## src/rtl/rps_match_host_pkg.sv

```systemverilog
// Shared codes and bit-field positions for the rock-paper-scissors match host
// and the evaluator it drives.
package rps_match_host_pkg;

  localparam logic [1:0] MOVE_STONE    = 2'b00;
  localparam logic [1:0] MOVE_PAPER    = 2'b01;
  localparam logic [1:0] MOVE_SCISSORS = 2'b10;
  localparam logic [1:0] MOVE_INVALID  = 2'b11;

  localparam logic [1:0] WIN_TIE     = 2'b00;
  localparam logic [1:0] WIN_P1      = 2'b01;
  localparam logic [1:0] WIN_P2      = 2'b10;
  localparam logic [1:0] WIN_INVALID = 2'b11;

  localparam logic [2:0] EVAL_IDLE     = 3'b000;
  localparam logic [2:0] EVAL_EVALUATE = 3'b001;
  localparam logic [2:0] EVAL_RESULT   = 3'b010;

  // game_ui drive fields
  localparam int UI_P1_LSB    = 0;
  localparam int UI_P2_LSB    = 2;
  localparam int UI_START_BIT = 4;

  // game_status fields
  localparam int ST_DEBUG_LSB = 0;
  localparam int ST_WIN_LSB   = 3;
  localparam int ST_WIN_MSB   = 4;
  localparam int ST_STATE_LSB = 5;
  localparam int ST_STATE_MSB = 7;

  // x^8 + x^6 + x^5 + x^4 + 1 on a left-shifting register: bits 7,5,4,3
  localparam logic [7:0] LFSR_TAPS = 8'hB8;

  typedef enum logic [1:0] {
    S_IDLE    = 2'd0,
    S_DRIVE   = 2'd1,
    S_RELEASE = 2'd2,
    S_DONE    = 2'd3
  } host_state_e;

  function automatic logic [3:0] sat_inc(input logic [3:0] v);
    return (v == 4'hF) ? v : v + 4'd1;
  endfunction

endpackage

```

## src/rtl/rps_match_host_lfsr_move.sv

```systemverilog
// Free-running 8-bit LFSR producing the CPU player's move each cycle.
module rps_lfsr_move
  import rps_match_host_pkg::*;
#(
  parameter logic [7:0] SEED = 8'hA5
) (
  input  logic       clk,
  input  logic       reset,
  output logic [1:0] move_o
);

  logic [7:0] lfsr_q, lfsr_d;

  assign lfsr_d = {lfsr_q[6:0], ^(lfsr_q & LFSR_TAPS)};

  always_ff @(posedge clk or posedge reset) begin
    if (reset) lfsr_q <= SEED;
    else       lfsr_q <= lfsr_d;
  end

  // Only three legal moves exist, so the fourth pattern folds onto stone.
  assign move_o = (lfsr_q[1:0] == MOVE_INVALID) ? MOVE_STONE : lfsr_q[1:0];

endmodule

```

## src/rtl/rps_match_host.sv

```systemverilog
// Match host: plays rounds against an external evaluator through a start /
// result / release handshake and keeps the match score.
module rps_match_host
  import rps_match_host_pkg::*;
#(
  parameter int unsigned ROUNDS_TO_WIN  = 3,
  parameter int unsigned TIMEOUT_CYCLES = 255,
  parameter logic [7:0]  LFSR_SEED      = 8'hA5
) (
  input  logic       clk,
  input  logic       reset,
  input  logic [1:0] human_move,
  input  logic       human_go,
  input  logic       new_match,
  input  logic       cpu_sel,
  input  logic [1:0] cpu_move_in,
  input  logic [7:0] game_status,
  output logic [7:0] game_ui,
  output logic [3:0] score_p1,
  output logic [3:0] score_p2,
  output logic [1:0] last_result,
  output logic       match_done,
  output logic [1:0] match_winner,
  output logic       busy,
  output logic       timeout_err
);

  localparam logic [7:0] TO_LAST   = 8'(TIMEOUT_CYCLES - 1);
  localparam logic [3:0] WIN_SCORE = 4'(ROUNDS_TO_WIN);

  host_state_e state_q, state_d;
  logic [1:0]  p1_q, p1_d, p2_q, p2_d;
  logic        start_q, start_d;
  logic [3:0]  score_p1_q, score_p1_d, score_p2_q, score_p2_d;
  logic [1:0]  result_q, result_d, last_q, last_d, mwin_q, mwin_d;
  logic        done_q, done_d, terr_q, terr_d;
  logic [7:0]  cnt_q, cnt_d;
  logic [1:0]  lfsr_move;
  logic [2:0]  ev_state;
  logic [3:0]  new_p1, new_p2;
  logic        unused_debug;

  rps_lfsr_move #(.SEED(LFSR_SEED)) u_lfsr (
    .clk    (clk),
    .reset  (reset),
    .move_o (lfsr_move)
  );

  assign ev_state     = game_status[ST_STATE_MSB:ST_STATE_LSB];
  assign unused_debug = ^game_status[ST_WIN_LSB-1:ST_DEBUG_LSB];

  always_comb begin
    state_d    = state_q;
    p1_d       = p1_q;
    p2_d       = p2_q;
    start_d    = start_q;
    score_p1_d = score_p1_q;
    score_p2_d = score_p2_q;
    result_d   = result_q;
    last_d     = last_q;
    mwin_d     = mwin_q;
    done_d     = done_q;
    terr_d     = terr_q;
    cnt_d      = cnt_q;
    new_p1     = (result_q == WIN_P1) ? sat_inc(score_p1_q) : score_p1_q;
    new_p2     = (result_q == WIN_P2) ? sat_inc(score_p2_q) : score_p2_q;

    if (new_match) begin
      state_d    = S_IDLE;
      start_d    = 1'b0;
      score_p1_d = 4'd0;
      score_p2_d = 4'd0;
      last_d     = WIN_TIE;
      mwin_d     = 2'b00;
      done_d     = 1'b0;
      terr_d     = 1'b0;
      cnt_d      = 8'd0;
    end else begin
      case (state_q)
        S_IDLE: begin
          if (human_go) begin
            p1_d    = human_move;
            p2_d    = cpu_sel ? cpu_move_in : lfsr_move;
            start_d = 1'b1;
            cnt_d   = 8'd0;
            state_d = S_DRIVE;
          end
        end
        S_DRIVE: begin
          if (ev_state == EVAL_RESULT) begin
            result_d = game_status[ST_WIN_MSB:ST_WIN_LSB];
            start_d  = 1'b0;
            cnt_d    = 8'd0;
            state_d  = S_RELEASE;
          end else if (cnt_q == TO_LAST) begin
            terr_d  = 1'b1;
            start_d = 1'b0;
            state_d = S_IDLE;
          end else begin
            cnt_d = cnt_q + 8'd1;
          end
        end
        S_RELEASE: begin
          // Scores commit only once the evaluator has returned to idle.
          if (ev_state == EVAL_IDLE) begin
            score_p1_d = new_p1;
            score_p2_d = new_p2;
            last_d     = result_q;
            if (new_p1 == WIN_SCORE) begin
              done_d  = 1'b1;
              mwin_d  = WIN_P1;
              state_d = S_DONE;
            end else if (new_p2 == WIN_SCORE) begin
              done_d  = 1'b1;
              mwin_d  = WIN_P2;
              state_d = S_DONE;
            end else begin
              state_d = S_IDLE;
            end
          end else if (cnt_q == TO_LAST) begin
            terr_d  = 1'b1;
            state_d = S_IDLE;
          end else begin
            cnt_d = cnt_q + 8'd1;
          end
        end
        default: ;
      endcase
    end
  end

  always_ff @(posedge clk or posedge reset) begin
    if (reset) begin
      state_q    <= S_IDLE;
      p1_q       <= 2'b00;
      p2_q       <= 2'b00;
      start_q    <= 1'b0;
      score_p1_q <= 4'd0;
      score_p2_q <= 4'd0;
      result_q   <= WIN_TIE;
      last_q     <= WIN_TIE;
      mwin_q     <= 2'b00;
      done_q     <= 1'b0;
      terr_q     <= 1'b0;
      cnt_q      <= 8'd0;
    end else begin
      state_q    <= state_d;
      p1_q       <= p1_d;
      p2_q       <= p2_d;
      start_q    <= start_d;
      score_p1_q <= score_p1_d;
      score_p2_q <= score_p2_d;
      result_q   <= result_d;
      last_q     <= last_d;
      mwin_q     <= mwin_d;
      done_q     <= done_d;
      terr_q     <= terr_d;
      cnt_q      <= cnt_d;
    end
  end

  assign game_ui      = {3'b000, start_q, p2_q, p1_q};
  assign score_p1     = score_p1_q;
  assign score_p2     = score_p2_q;
  assign last_result  = last_q;
  assign match_done   = done_q;
  assign match_winner = mwin_q;
  assign busy         = (state_q == S_DRIVE) || (state_q == S_RELEASE);
  assign timeout_err  = terr_q;

endmodule

```

## config.mk

```make
export PLATFORM = sky130hd
export DESIGN_NAME = rps_match_host
export DESIGN_NICKNAME = d
export VERILOG_FILES = /design/src/rtl/rps_match_host_pkg.sv /design/src/rtl/rps_match_host_lfsr_move.sv /design/src/rtl/rps_match_host.sv
export SDC_FILE = /design/constraint.sdc
export NUM_CORES = 1
export LEC_CHECK = 0
export CAP_MARGIN = 20
export CORE_MARGIN = 2
export CORE_UTILIZATION = 35
export CTS_BUF_LIST = sky130_fd_sc_hd__clkbuf_16
export DETAILED_ROUTE_END_ITERATION = 16
export SKIP_CTS_REPAIR_TIMING = 1
export SYNTH_ARGS = -nofsm -noshare
export SYNTH_HDL_FRONTEND = slang
export SYNTH_SLANG_ARGS = --single-unit
```

## constraint.sdc

```tcl
create_clock -name clk -period 2.8 [get_ports clk]
set_input_delay 0.56 -clock clk [delete_from_list [all_inputs] [get_ports clk]]
set_output_delay 0.56 -clock clk [all_outputs]
set_load 0.03 [all_outputs]
```

==> results of run 1 <==
==> final cells by class <==
class                      instances  area [sq um]  area share, %
tap                               72          90.1           3.45
clock buffer                       5           125           4.79
inverter                           8          30.0           1.15
sequential                        39           981           37.6
timing repair buffer              35           345           13.2
multi-input combinational        148           995           38.1
clock inverter                     3          43.8           1.68
==> cells in the mapped netlist (4+ instances only) <==
cell | n | area [sq um]
nor3b_1 | 4 | 30.0
o21ai_0 | 9 | 45.0
buf_4 | 4 | 30.0
inv_1 | 8 | 30.0
nand2_1 | 16 | 60.1
a22o_1 | 6 | 52.6
nand3_1 | 8 | 40.0
ha_1 | 7 | 87.6
a21o_1 | 5 | 37.5
nor2_1 | 12 | 45.0
mux2_2 | 4 | 45.0
nor3_1 | 4 | 20.0
dfrtp_1 | 35 | 876
dfstp_2 | 4 | 105
a21oi_1 | 18 | 90.1
xor2_1 | 5 | 43.8
==> through the flow <==
stage	cells	setup slack [ns]
6_report	310	0.402
5_1_grt	310	0.304
4_1_cts	310	0.395
3_5_place_dp	302	0.446
3_3_place_gp	302	0.471
2_1_floorplan	203	0.894
==> per-layer routing <==
metal,up-vias,global-route usage [%],routed length (um)
li1,791,-,-
met1,752,20.9,2140
met2,22,21.5,1830
met3,2,2.81,135
met4,0,5.59,49
met5,-,0,0
==> power by group through the flow <==
| stage | sequential (mW) | clock (mW) | combinational [mW] |
|---|---|---|---|
| after floorplan | 0.648 | 0 | 0.127 |
| after CTS | 0.620 | 0.658 | 0.228 |
| after global placement | 0.630 | 0 | 0.224 |
| final | 0.620 | 0.638 | 0.225 |
| after detailed placement | 0.630 | 0 | 0.227 |
| after global routing | 0.625 | 0.688 | 0.246 |
==> state kept, by name (all words and copies together), names as in the netlist <==
| name | flops |
|---|---|
| score_p2 | 4 |
| p2_q | 2 |
| p1_q | 2 |
| timeout_err | 1 |
| state_q | 2 |
| result_q | 2 |
| match_done | 1 |
| score_p1 | 4 |
| start_q | 1 |
| last_result | 2 |
| cnt_q | 8 |
| u_lfsr.lfsr_q | 8 |
| match_winner | 2 |
==> kinds of logic (layout without fill, tap and decap cells) <==
group                      count (synthesis)  in the layout  synth area share (%)
xor gates and xnor gates                   7              7                  2.99
buffers and inverters                     16             51                  4.03
adders and majority gates                  7              7                  4.27
other                                      1              3                 0.183
AOI/OAI and AO/OA                         51             51                  16.5
and+or+nand+nor                           73             73                  20.6
muxes                                      7              7                  3.66
DFF                                       39             39                  47.8
==> final timing paths <==
path	from	end	slack (ns)	cells past startpoint
setup / recovery	state_q[0]	busy	0.40	3
hold / removal	u_lfsr.lfsr_q[6]	u_lfsr.lfsr_q[7]	0.36	0
setup reg to reg	state_q[0]	cnt_q[0]	0.78	6
hold reg to reg	u_lfsr.lfsr_q[6]	u_lfsr.lfsr_q[7]	0.36	0
max in group asynchronous	reset	u_lfsr.lfsr_q[5]	1.73	3
min in group asynchronous	reset	score_p1[2]	0.70	3
==> critical path, stage by stage (launching register included) <==
cell	delay, ns
dfrtp_1	0.42
inv_1	0.09
ha_1	0.36
clkdlybuf4s50_1	0.69
==> results.md, run 1 <==
* Status: completed
* Yosys cell types at 47
* DR pass1 iterations at 4
* CTS tree: yes
* Pint at 1.11 mW
* Antenna diodes at 0
* Largest net degree at the start of global routing at 40
* Total CTS buffers at 5
* Crit-path max FO at 5
* Seq cells post-synth at 39
* Max-slew violations at 0
* Die height at approximately 80 um
* Leak pwr at about 1.1 nW
* Chip width at 80.5 um
* Synth Warn # at 0
* Routed vias at 1567
* DRT antenna net count at 0
* Clock Path Buffers at 2
* Worst EP arrival at around 1.8 ns
* Final setup viols at 0
* First-pass GRT wire length at 7.27 mm
* Commonest cells after routing, fill and taps aside: dfrtp_1, clkdlybuf4s50_1, a21oi_1
* Layout fillers at 520
* Minimum clock period at around 2.4 ns
* RSZ-0062 raised after global routing: false
* Worst hold path type: register to register
* NumNets Final at about 260
* Max cap viols at 0
* Via density at 5.05
* Initial core utilization at 36.8%
* Final period utilization at a little under nine tenths
* Comb power frac at between 10% and 20%
* Detailed Route WL at 4.16 mm
* WHS at between 0.3 and 0.4 ns
* Pwr Total at approximately 1.5 mW
* DR DRC count at 0
* Clock share of power at between 40% and 50%
* Row count at 27
* Area after DPL at about 2400 sq um
* GPL Wtd Cong at approximately 0.77
* Total gr overflow at 0
* Worst vdd ir at 0.395 mV
* Clk sinks at 39
* Worst-skew pair later-pin latency at 0.28 ns
* # port buffers at 33
* WL per Instance at 13.4 um
* Fraction of layout cells with a size suffix above 1 at 10.5%
* Commonest non-fill, non-tap cell in the layout: dfrtp_1
* Sw power at about 370 uW
* Rel. slew slack at 57.7%
* Synth Flop Type: dfrtp_1
* Sequential fraction of the synthesis area at a little under half
* I/O Pins at 40
* Final TNS setup at 0 ns
* GRT Overall Usage at 14.6%
* CP endpoint kind: output port
* Initial antenna violation count at 0
* Dpl hpwl at between 2 and 3 mm
* Htree depth at 2
* Cell Area, Synth at a little over 2000 sq um
* Asr flop ratio synth at 100%
* Switch share at approximately a quarter
* Finished Core Util at roughly 47%
* CTS root buf: clkbuf_16
* Worst clock skew at approximately 0.0049 ns
* Syn avg cell area at 10.2 sq um
* Vias in the first global route at 1462
* Critical Path RT at 2.24 ns
* Clk slew on worst S/H paths at around 0.06 ns
* Die Area at 6490 sq um
* P per Cell Area at around 570 nW/um^2
* DR iter-0 viols at 81
* Core area at 5570 sq um
* Final instance area at 2610 sq um
* Final hold vios at 0
* Gate Count Post-Synth at 201
* Worst-margin pin slew at 0.635 ns
* Peak Freq at 417 MHz
* Crit start category: register
* Worst Setup Path Type: register to output port
* Layout area overhead at 27.3%
* Sequential fraction of design power at a little over two fifths
* Post-synth EDFFs at 0
(Power assumes the default switching activity.)
==> inputs of run 2 (changes only) <==
==> constraint.sdc (replaced) <==
create_clock -name clk -period 2.7 [get_ports clk]
set_input_delay 0.54 -clock clk [delete_from_list [all_inputs] [get_ports clk]]
set_output_delay 0.54 -clock clk [all_outputs]
set_load 0.03 [all_outputs]
==> run 2 against run 1 <==
Against the previous run:
- setup slack worse by 0.035 ns
- non-clock buffer count stayed put
- largest power group unchanged
- via count is 1.7% higher
- combinational power is 4% higher
- clock power is 3% higher
==> results.md, run 2 (synthesized netlist as in run 1, its figures left out) <==
* CTS tree: yes
* R2R cell count at 6 (unchanged)
* Layout area overhead at 27.3% (unchanged)
* Worst clock skew at 0.00504 ns (+0.000184 ns)
* Status: completed
* Initial antenna violation count at 0 (unchanged)
* GPL Wtd Cong at 0.763 (-1.4%)
* Die height at 80.5 um (unchanged)
* NumNets Final at 261 (unchanged)
* Chip width at 80.5 um (unchanged)
* Core area at 5570 sq um (unchanged)
* Minimum clock period at between 2 and 2.5 ns
* I/O Pins at 40 (unchanged)
* CP endpoint kind: output port
* DRT antenna net count at 0 (unchanged)
* Largest net degree at the start of global routing at 40 (unchanged)
* Peak Freq at 429 MHz
* Detailed Route WL at 4.19 mm (+0.65%)
* Max cap viols at 0 (unchanged)
* Commonest cells after routing, fill and taps aside: dfrtp_1, clkdlybuf4s50_1, a21oi_1
* RSZ-0062 raised after global routing: false
* Row count at 27 (unchanged)
* Critical Path RT at 2.16 ns (-0.08 ns)
* Clk slew on worst S/H paths at 0.06 ns (about the same)
* Worst Setup Path Type: register to output port
* Max-slew violations at 0 (unchanged)
* Total CTS buffers at 5 (unchanged)
* HP Start: u_lfsr.lfsr_q[6]
* First-pass GRT wire length at 6.93 mm (-4.6%)
* Routed vias at 1593 (+1.7%)
* Total gr overflow at 0 (unchanged)
* Worst-margin pin slew at 0.641 ns (+0.00596 ns)
* DR DRC count at 0 (unchanged)
* Final hold vios at 0 (unchanged)
* Crit start category: register
* Final TNS setup at 0 ns (unchanged)
* Min-Delay Path Depth at 0 (unchanged)
* Leak pwr at 1.13 nW (unchanged)
* P per Cell Area at 587 nW/um^2 (+3.2%)
* Htree depth at 2 (unchanged)
* Worst hold path type: register to register
* WL per Instance at 13.5 um (+0.65%)
* Vias in the first global route at 1440 (-1.5%)
* Clock Path Buffers at 2 (unchanged)
* Fraction of layout cells with a size suffix above 1 at 10.5% (unchanged)
* Final setup viols at 0 (unchanged)
* Setup slack, reg-to-reg at 0.71 ns (-0.07 ns)
* Clk sinks at 39 (unchanged)
* DR pass1 iterations at 4 (unchanged)
* Min-Delay Endpoint: u_lfsr.lfsr_q[7]
* Top Registers: cnt_q x8, u_lfsr.lfsr_q x8
* Worst vdd ir at 0.397 mV (+0.57%)
* Dpl hpwl at 3.05 mm (+5.8%)
* Commonest non-fill, non-tap cell in the layout: dfrtp_1
* Die Area at 6490 sq um (unchanged)
* Crit-path max FO at 5 (unchanged)
* Antenna diodes at 0 (unchanged)
* Pwr Total at 1.53 mW (+3.2%)
* Worst r2r src: score_p1[0]
* Worst EP arrival at 1.79 ns (-0.05 ns)
* CTS root buf: clkbuf_16
* DR iter-0 viols at 78 (-3.7%)
* Final period utilization at 86.4%
* Initial core utilization at 36.8% (unchanged)
* # port buffers at 33 (unchanged)
* Via density at 5.14 (+1.7%)
* Worst-skew pair later-pin latency at 0.27 ns (about the same)
* GRT Overall Usage at 13.9% (-0.65 points)
* FF-to-FF End: state_q[1]
* WHS at 0.351 ns (-0.00571 ns)
* Rel. slew slack at 57.3% (-0.40 points)
[run 2: cell counts in the layout (fill, tap and decap cells not counted)]
No cell type changed its count.
[run 2: area by class of cell]
class,count,area (sq um)
fill,530,2960
sequential,39,981
clock inverter,3,43.8
inverter,8,30.0
multi-input combinational,148,995
tap,72,90.1
timing repair buffer,35,345
clock buffer,5,125
[run 2: worst max-delay path, cell delays in order (launching register included)]
cell and delay [ns]:
dfrtp_1 0.40, inv_1 0.09, ha_1 0.34, clkdlybuf4s50_1 0.69
[run 2: metal layers]
metal / routed length (um) / global-route usage, % / vias up
met5: 0 / 0 / -
met1: 2180 / 19.9 / 775
met3: 108 / 3.03 / 2
li1: - / - / 789
met2: 1860 / 21.0 / 27
met4: 34 / 4.07 / 0
[run 2: how the worst max path moves through the flow]
stage / end / start
after global placement: cnt_q[2] / game_status[6]
after floorplan: cnt_q[2] / state_q[0]
final: busy / state_q[0]
after detailed placement: match_winner[1] / game_status[7]
after CTS: busy / state_q[0]
after global routing: busy / state_q[0]
[run 2: metrics by stage]
stage               util [%]  cell area [sq um]  instances  setup slack [ns]
detailed placement      43.8               2440        302             0.325
CTS                     46.8               2610        310             0.334
finish                  46.8               2610        310             0.367
floorplan                  -               2060        203             0.794
global route            46.8               2610        310             0.259
global placement        43.8               2440        302             0.363
[run 2: power by group]
part	total, mW	internal (mW)	switching, mW
Combinational	0.233	0.106	0.127
Sequential	0.642	0.614	0.0278
Clock	0.656	0.435	0.221
